$ cat config.mk
export PLATFORM = sky130hd
export DESIGN_NAME = alu_share_arb
export DESIGN_NICKNAME = d
export VERILOG_FILES = /design/src/rtl/alu_share_arb.sv
export SDC_FILE = /design/constraint.sdc
export NUM_CORES = 1
export LEC_CHECK = 0
export BUFFER_PORTS_ARGS = -buffer_cell sky130_fd_sc_hd__buf_2
export CAP_MARGIN = 20
export CORE_MARGIN = 10
export CORE_UTILIZATION = 35
export CTS_BUF_LIST = sky130_fd_sc_hd__clkbuf_8
export CTS_CLUSTER_DIAMETER = 60
export CTS_CLUSTER_SIZE = 10
export DETAILED_ROUTE_END_ITERATION = 6
export PLACE_DENSITY_LB_ADDON = 0.05
export REMOVE_ABC_BUFFERS = 1
export SLEW_MARGIN = 20
export SYNTH_ARGS = -nofsm -noshare
export SYNTH_HDL_FRONTEND = slang
export SYNTH_SLANG_ARGS = --single-unit
$ cat constraint.sdc
create_clock -name clk -period 3.51 [get_ports clk]
set_clock_uncertainty 0.1 [all_clocks]
set_input_delay 0.702 -clock clk [delete_from_list [all_inputs] [get_ports clk]]
set_output_delay 0.702 -clock clk [all_outputs]
set_load 0.1 [all_outputs]
$ cat src/rtl/alu_share_arb.sv
// -----------------------------------------------------------------------------
// alu_share_arb
//
// Shares one combinational ALU between two requesters. One operation is
// accepted at a time over a valid/ready handshake. The operands and control
// code are registered onto the ALU inputs, and the ALU outputs are captured one
// cycle later. The response is then held until the owning requester takes it.
// Opcodes the ALU does not implement are never issued. They complete with
// resp_err set and a zero result.
//
// Parameters
//   WIDTH : operand/result width (must match the ALU)
//   FAIR  : 1 = round-robin between requesters, 0 = requester 0 always wins
//
// Ports
//   clk, reset              : clock (rising edge), async active-high reset
//   req_valid / req_ready   : per-requester request handshake (bit i = req i)
//   req{0,1}_a/_b/_op       : operands and ALU control code per requester
//   resp_valid / resp_ready : per-requester response handshake
//   resp_result/_zero/_err  : response payload shared by both requesters
//   alu_src1/_src2/_cont    : registered ALU inputs
//   alu_result, alu_zero    : ALU outputs (combinational from alu_* inputs)
// -----------------------------------------------------------------------------
module alu_share_arb #(
    parameter int WIDTH = 32,
    parameter bit FAIR  = 1'b1
) (
    input  logic             clk,
    input  logic             reset,
    input  logic [1:0]       req_valid,
    output logic [1:0]       req_ready,
    input  logic [WIDTH-1:0] req0_a,
    input  logic [WIDTH-1:0] req1_a,
    input  logic [WIDTH-1:0] req0_b,
    input  logic [WIDTH-1:0] req1_b,
    input  logic [2:0]       req0_op,
    input  logic [2:0]       req1_op,
    output logic [1:0]       resp_valid,
    input  logic [1:0]       resp_ready,
    output logic [WIDTH-1:0] resp_result,
    output logic             resp_zero,
    output logic             resp_err,
    output logic [WIDTH-1:0] alu_src1,
    output logic [WIDTH-1:0] alu_src2,
    output logic [2:0]       alu_cont,
    input  logic [WIDTH-1:0] alu_result,
    input  logic             alu_zero
);

    typedef enum logic [1:0] {
        S_IDLE = 2'd0,
        S_EXEC = 2'd1,
        S_RESP = 2'd2
    } state_t;

    state_t            r_state;
    state_t            w_next;

    logic              r_rr;
    logic              r_owner;
    logic              r_ill;
    logic [WIDTH-1:0]  r_src1;
    logic [WIDTH-1:0]  r_src2;
    logic [2:0]        r_cont;
    logic [WIDTH-1:0]  r_result;
    logic              r_zero;
    logic              r_err;

    logic              w_grant;
    logic              w_accept;
    logic              w_resp_done;
    logic [2:0]        w_op;
    logic              w_op_ill;
    logic [WIDTH-1:0]  w_a;
    logic [WIDTH-1:0]  w_b;

    // Codes 100/101/110 have no ALU function behind them.
    function automatic logic op_illegal(input logic [2:0] op);
        logic ill;
        case (op)
            3'b100, 3'b101, 3'b110: ill = 1'b1;
            default:                ill = 1'b0;
        endcase
        return ill;
    endfunction

    // Winner selection. With both requesting, the rr pointer decides when
    // fair; otherwise requester 0 has fixed priority. A lone request wins.
    always_comb begin
        w_grant = 1'b0;
        if (req_valid == 2'b11) begin
            w_grant = FAIR ? r_rr : 1'b0;
        end else begin
            w_grant = req_valid[1];
        end
    end

    assign w_accept    = (r_state == S_IDLE) && (req_valid != 2'b00);
    assign w_resp_done = (r_state == S_RESP) && resp_ready[r_owner];

    assign w_op     = w_grant ? req1_op : req0_op;
    assign w_a      = w_grant ? req1_a  : req0_a;
    assign w_b      = w_grant ? req1_b  : req0_b;
    assign w_op_ill = op_illegal(w_op);

    assign req_ready  = w_accept ? (w_grant ? 2'b10 : 2'b01) : 2'b00;
    assign resp_valid = (r_state == S_RESP) ? (r_owner ? 2'b10 : 2'b01) : 2'b00;

    assign resp_result = r_result;
    assign resp_zero   = r_zero;
    assign resp_err    = r_err;
    assign alu_src1    = r_src1;
    assign alu_src2    = r_src2;
    assign alu_cont    = r_cont;

    // State register
    always_ff @(posedge clk or posedge reset) begin
        if (reset) begin
            r_state <= S_IDLE;
        end else begin
            r_state <= w_next;
        end
    end

    // Next-state logic
    always_comb begin
        w_next = r_state;
        case (r_state)
            S_IDLE:  if (w_accept)    w_next = S_EXEC;
            S_EXEC:                   w_next = S_RESP;
            S_RESP:  if (w_resp_done) w_next = S_IDLE;
            default:                  w_next = S_IDLE;
        endcase
    end

    // Accept edge: capture owner and ALU inputs. Exec edge: capture ALU
    // outputs. Response completion: move the round-robin pointer.
    always_ff @(posedge clk or posedge reset) begin
        if (reset) begin
            r_rr     <= 1'b0;
            r_owner  <= 1'b0;
            r_ill    <= 1'b0;
            r_src1   <= '0;
            r_src2   <= '0;
            r_cont   <= 3'b000;
            r_result <= '0;
            r_zero   <= 1'b0;
            r_err    <= 1'b0;
        end else begin
            if (w_accept) begin
                r_owner <= w_grant;
                r_src1  <= w_a;
                r_src2  <= w_b;
                // An illegal code is replaced by a harmless AND so the ALU
                // never sees an undefined control value.
                r_cont  <= w_op_ill ? 3'b000 : w_op;
                r_ill   <= w_op_ill;
            end
            if (r_state == S_EXEC) begin
                r_result <= r_ill ? '0 : alu_result;
                r_zero   <= r_ill ? 1'b0 : alu_zero;
                r_err    <= r_ill;
            end
            if (w_resp_done && FAIR) begin
                r_rr <= ~r_owner;
            end
        end
    end

endmodule

### Word level (Yosys, flattened, before mapping)

Index checks and enable logic that the tools add are counted.

* bits in registers: 106
* logic and storage cells: 43
* output and inout port bits: 105
* input port bits: 173

* mux-type cells: 17
* magnitude comparators: 1
* bitwise logic cells: 1
* reduce and logical (&&, ||, !) cells: 6
* eq/ne operators: 8

Operator list (number)
* $mux 32: 3
* $mux 2: 6
* $eq 3x3->1 const B: 3
* $mux 3: 2
* $pmux 2 s3: 1
* $mux 1: 5
* $eq 2x2->1 const B: 2
* $ne 2x2->1 const B: 2
* $reduce_or 3->1: 1
* $eq 2x1->1 const B: 1
* $logic_and 1x1->1: 2
* $logic_not 2->1: 1
* $lt 1x2->1 const B: 1
* $reduce_and 2->1: 1
* $reduce_bool 2->1: 1
* $not 1->1: 1

### Depth between registers and ports, before layout

* word-level depth: 7
* gate-level depth with buffers: 7
* depth with buffers taken out: 4

### Least setup slack after synthesis

OpenSTA, ideal clock, no wires.

* path kind: reg2out
* from: register r_state[0]
* to: output resp_valid[0]
* path buffers: 0
* path slack: 0.900 ns
* cell stages (with the launch flop): 3
* arrival: 1.808 ns
* required time: 2.708 ns
* cell sequence: dfrtp_1 nand2b_1 nor2_1

* longest elaborated chain between the ends: 2

RTL lines
* start, declared: RTL line 56 `state_t r_state;`
* start signal, assigned: RTL line 121 `r_state <= w_next;`
* $eq 2x2->1: RTL line 107 `assign resp_valid = (r_state == S_RESP) ? (r_owner ? 2'b10 : 2'b01) : 2'b00;`
* $mux 2: RTL line 107
* end, declared: RTL line 38 `output logic [1:0] resp_valid,`

No other way between the ends.

### Final worst setup path

* from: register r_state[0]
* to: output req_ready[1]

* longest elaborated chain between the ends: 3

RTL lines
* $logic_not 2->1: RTL line 98 `assign w_accept = (r_state == S_IDLE) && (req_valid != 2'b00);`
* $logic_and 1x1->1: RTL line 98
* $mux 2: RTL line 106 `assign req_ready = w_accept ? (w_grant ? 2'b10 : 2'b01) : 2'b00;`
* end, declared: RTL line 31 `output logic [1:0] req_ready,`

No other way between the ends.

==> PnR_summary.wiki <==
{| class="wikitable"
! Metric !! Value
|-
| GR Overflow Total || 0
|-
| Dpl hpwl || about 12000 um
|-
| Setup repair after global routing missed its margin || false
|-
| Post-synthesis instance total || approximately 420
|-
| Max Cap Violations || 0
|-
| Synth Area in Compound Gates || 29.62%
|-
| Horiz. Die Dim || about 140 um
|-
| Maximum clock path buffer count || 2
|-
| Std-Cell Rows || 42
|-
| Count of TritonRoute iterations in the first routing pass || 4
|-
| DRC || 0
|-
| Type of the tightest min-delay check || input pin to async pin
|-
| Overall global routing resource usage || about 18%
|-
| Required time of the critical path || around 2.7 ns
|-
| Boundary pin count || between 200 and 300
|-
| Clock slew at the register clock pins of the worst setup and hold paths || ~0.10 ns
|-
| Average size of a mapped cell || approximately 11 um2
|-
| Largest delay contributor family on the critical path || simple AND/OR/NAND/NOR gates
|-
| First DRT Iteration DRCs || 245
|-
| Top cells by count, synth || 106 x sky130_fd_sc_hd__dfrtp_1, 67 x sky130_fd_sc_hd__a221o_1, 64 x sky130_fd_sc_hd__a21boi_0
|-
| CTS tree || built
|-
| Top cell type's share of synthesized area || a little under three fifths
|-
| Clock insertion delay at the later pin of the skew report || roughly 0.37 ns
|-
| Core outline area || about 13000 um2
|-
| Seq cells post-synth || roughly 110
|-
| Final worst path period share || about 75%
|-
| Clock Sink Count || between 100 and 150
|-
| CTS Root Buffer Type || sky130_fd_sc_hd__clkbuf_8
|-
| Detailed-routed wire length on met2 || 8618 um
|-
| Post-Route WL || approximately 17000 um
|-
| Cell area after synthesis || 4807 um2
|-
| Critical-path cell with the highest stage delay || sky130_fd_sc_hd__dfrtp_1
|-
| Hold violation count in the final report || 0
|-
| Crit. End Element || output pin
|-
| Fin crit period || around 2.6 ns
|-
| Highest routing layer actually used || met4
|-
| Global-route wire length before repair || 25740 um
|-
| Max-slew headroom || a little over two fifths
|-
| Total Nets Final || 844
|-
| Synthesized-area fraction occupied by xor and xnor cells || 0%
|-
| Drt wl/cell || 19.97 um
|-
| Overall die area || 18820 um2
|-
| Pin count of the biggest net entering global routing || around 70
|-
| Number of enable-type register cells in the synthesized netlist || 0
|-
| Worst setup path category || flip-flop to output pin
|-
| Starting Density || 36.01%
|-
| Maximum frequency from static timing analysis || roughly 380 MHz
|-
| Routed length on met1 || ~6600 um
|-
| Share of cells above drive strength 1 || a little under half
|-
| Peak fanout along the critical path || 15
|-
| Post-cts hold buffer count || 0
|-
| Synth cell types || 26
|-
| Clock buffers created by TritonCTS || 9
|-
| Final-report setup violation count || 0
|-
| Combinational family with the most area after synthesis || compound AO/OA/AOI/OAI gates
|-
| Number of gates resized after cts || 0
|-
| Library cell with the highest instance count after synthesis || sky130_fd_sc_hd__dfrtp_1
|-
| Area leader, netlist || sky130_fd_sc_hd__dfrtp_1
|-
| Flip-flop cell with the highest count after synthesis || sky130_fd_sc_hd__dfrtp_1
|-
| Minimum hold slack || between 0.3 and 0.4 ns
|-
| Top cells by area, synth || sky130_fd_sc_hd__dfrtp_1 55%, sky130_fd_sc_hd__a221o_1 14%, sky130_fd_sc_hd__a21boi_0 10%
|-
| Count of H-tree levels built during CTS || 3
|-
| Launching instance or port of the critical path || r_state[0]
|-
| Die outline height || 137.2 um
|-
| Sequence of cells on the critical path || nor2_4 > and3_4 > buf_2
|-
| Area share of fa/ha/maj cells after synthesis || 0%
|-
| Number of antenna violations at the first check in global routing || 0
|-
| Post-synthesis simple-gate area fraction || a little under a tenth
|-
| Post-synth ARST share || 100.0%
|-
| Share of synthesized area occupied by flip-flops and latches || 55.18%
|-
| Arrival time of data at the critical path endpoint || between 1.5 and 2 ns
|-
| Post CTS Setup Buffer Count || 0
|-
| Average via count per standard cell || approximately 5.1
|-
| Metal3 WL || roughly 1600 um
|-
| Post-route ant nets || 0
|-
| Count of buffers from port buffering || about 280
|-
| Number of vias after detailed routing || around 4400
|-
| Last weighted congestion value of the routability-driven placer || 0.8138
|-
| CP Buf/Inv Count || 1
|-
| Crit start category || flip-flop
|-
| Beginning of the worst register-to-register path || r_state[0]
|-
| Slew Limit Fails || 0
|-
| Yosys warns || 0
|-
| Syn-to-layout area delta || 33.84%
|-
| Status || finished clean
|-
| Mux contribution to synthesized area || less than 1%
|-
| Number of global-route vias before repair || about 4600
|-
| Max stage delay on crit path || approximately 0.47 ns
|-
| Tightest Pin Transition || around 0.86 ns
|}
-- flip-flops by register name, summed over array words and instances, names as in the netlist --
| name | flops |
|---|---|
| alu_cont | 3 |
| r_ill | 1 |
| r_state | 2 |
| resp_err | 1 |
| resp_zero | 1 |
| resp_result | 32 |
| r_owner | 1 |
| r_rr | 1 |
| alu_src1 | 32 |
| alu_src2 | 32 |
-- cell usage in the layout (no fill, tap or decap), types with 2 or more instances in the layout --
master and count:
sky130_fd_sc_hd__a31oi_1 5, sky130_fd_sc_hd__nand2b_1 34, sky130_fd_sc_hd__a21oi_1 5, sky130_fd_sc_hd__buf_4 3, sky130_fd_sc_hd__clkinv_2 3, sky130_fd_sc_hd__buf_2 277
sky130_fd_sc_hd__nand2b_4 2, sky130_fd_sc_hd__o21ai_1 2, sky130_fd_sc_hd__a21boi_0 64, sky130_fd_sc_hd__o2111ai_1 2, sky130_fd_sc_hd__a221o_1 67, sky130_fd_sc_hd__nand2_1 36
sky130_fd_sc_hd__nor2_1 2, sky130_fd_sc_hd__and3_4 2, sky130_fd_sc_hd__o21ai_0 34, sky130_fd_sc_hd__clkbuf_8 10, sky130_fd_sc_hd__buf_12 2, sky130_fd_sc_hd__inv_1 8
sky130_fd_sc_hd__dfrtp_1 106, sky130_fd_sc_hd__and3_1 2
-- per-stage QoR --
stage	TNS, ns	utilization, %	cell area, um2	cells	worst slack (ns)
2_1_floorplan	-8.575	-	4552	378	-0.08089
3_3_place_gp	0	46.68	6231	836	1.125
3_5_place_dp	0	46.68	6231	836	1.111
4_1_cts	0	48.14	6426	852	0.8609
5_1_grt	0	48.18	6431	852	0.7879
6_report	0	48.20	6434	853	0.8748
-- layout make-up --
class                           instances  area [um2]
Sequential cell                       106        2653
Tap cell                              176       220.2
Fill cell                            1336        6914
Clock inverter                          6       57.56
Multi-Input combinational cell        264        1882
Inverter                                8       32.53
Timing Repair Buffer                  282        1449
Clock buffer                           10       137.6
Antenna cell                            1       2.502
-- layer usage --
layer	GRT usage (%)	vias up
met5	0	-
met4	5.913	0
met3	5.572	17
met2	29.71	182
met1	20.51	2097
li1	-	2058
-- cell families after synthesis --
kind of cell / count (synthesis)
AO/OA/AOI/OAI: 181
flip-flops: 106
AND/OR/NAND/NOR: 82
buffers and inverters: 49
multiplexers: 1
-- final timing paths --
| kind | cells past startpoint | slack [ns] | end |
|---|---|---|---|
| worst min register to register | 2 | 0.38 | resp_result[12] |
| worst max-delay path | 3 | 0.87 | req_ready[1] |
| worst max register to register | 4 | 1.40 | alu_src2[30] |
| worst min-delay path | 2 | 0.32 | resp_result[12] |
| min in group clk | 2 | 0.38 | resp_result[12] |
| max in group asynchronous | 3 | 2.23 | alu_src1[3] |
Power is not shown: default switching activity piles up to over one toggle a cycle in this logic, so the estimate is an artifact.
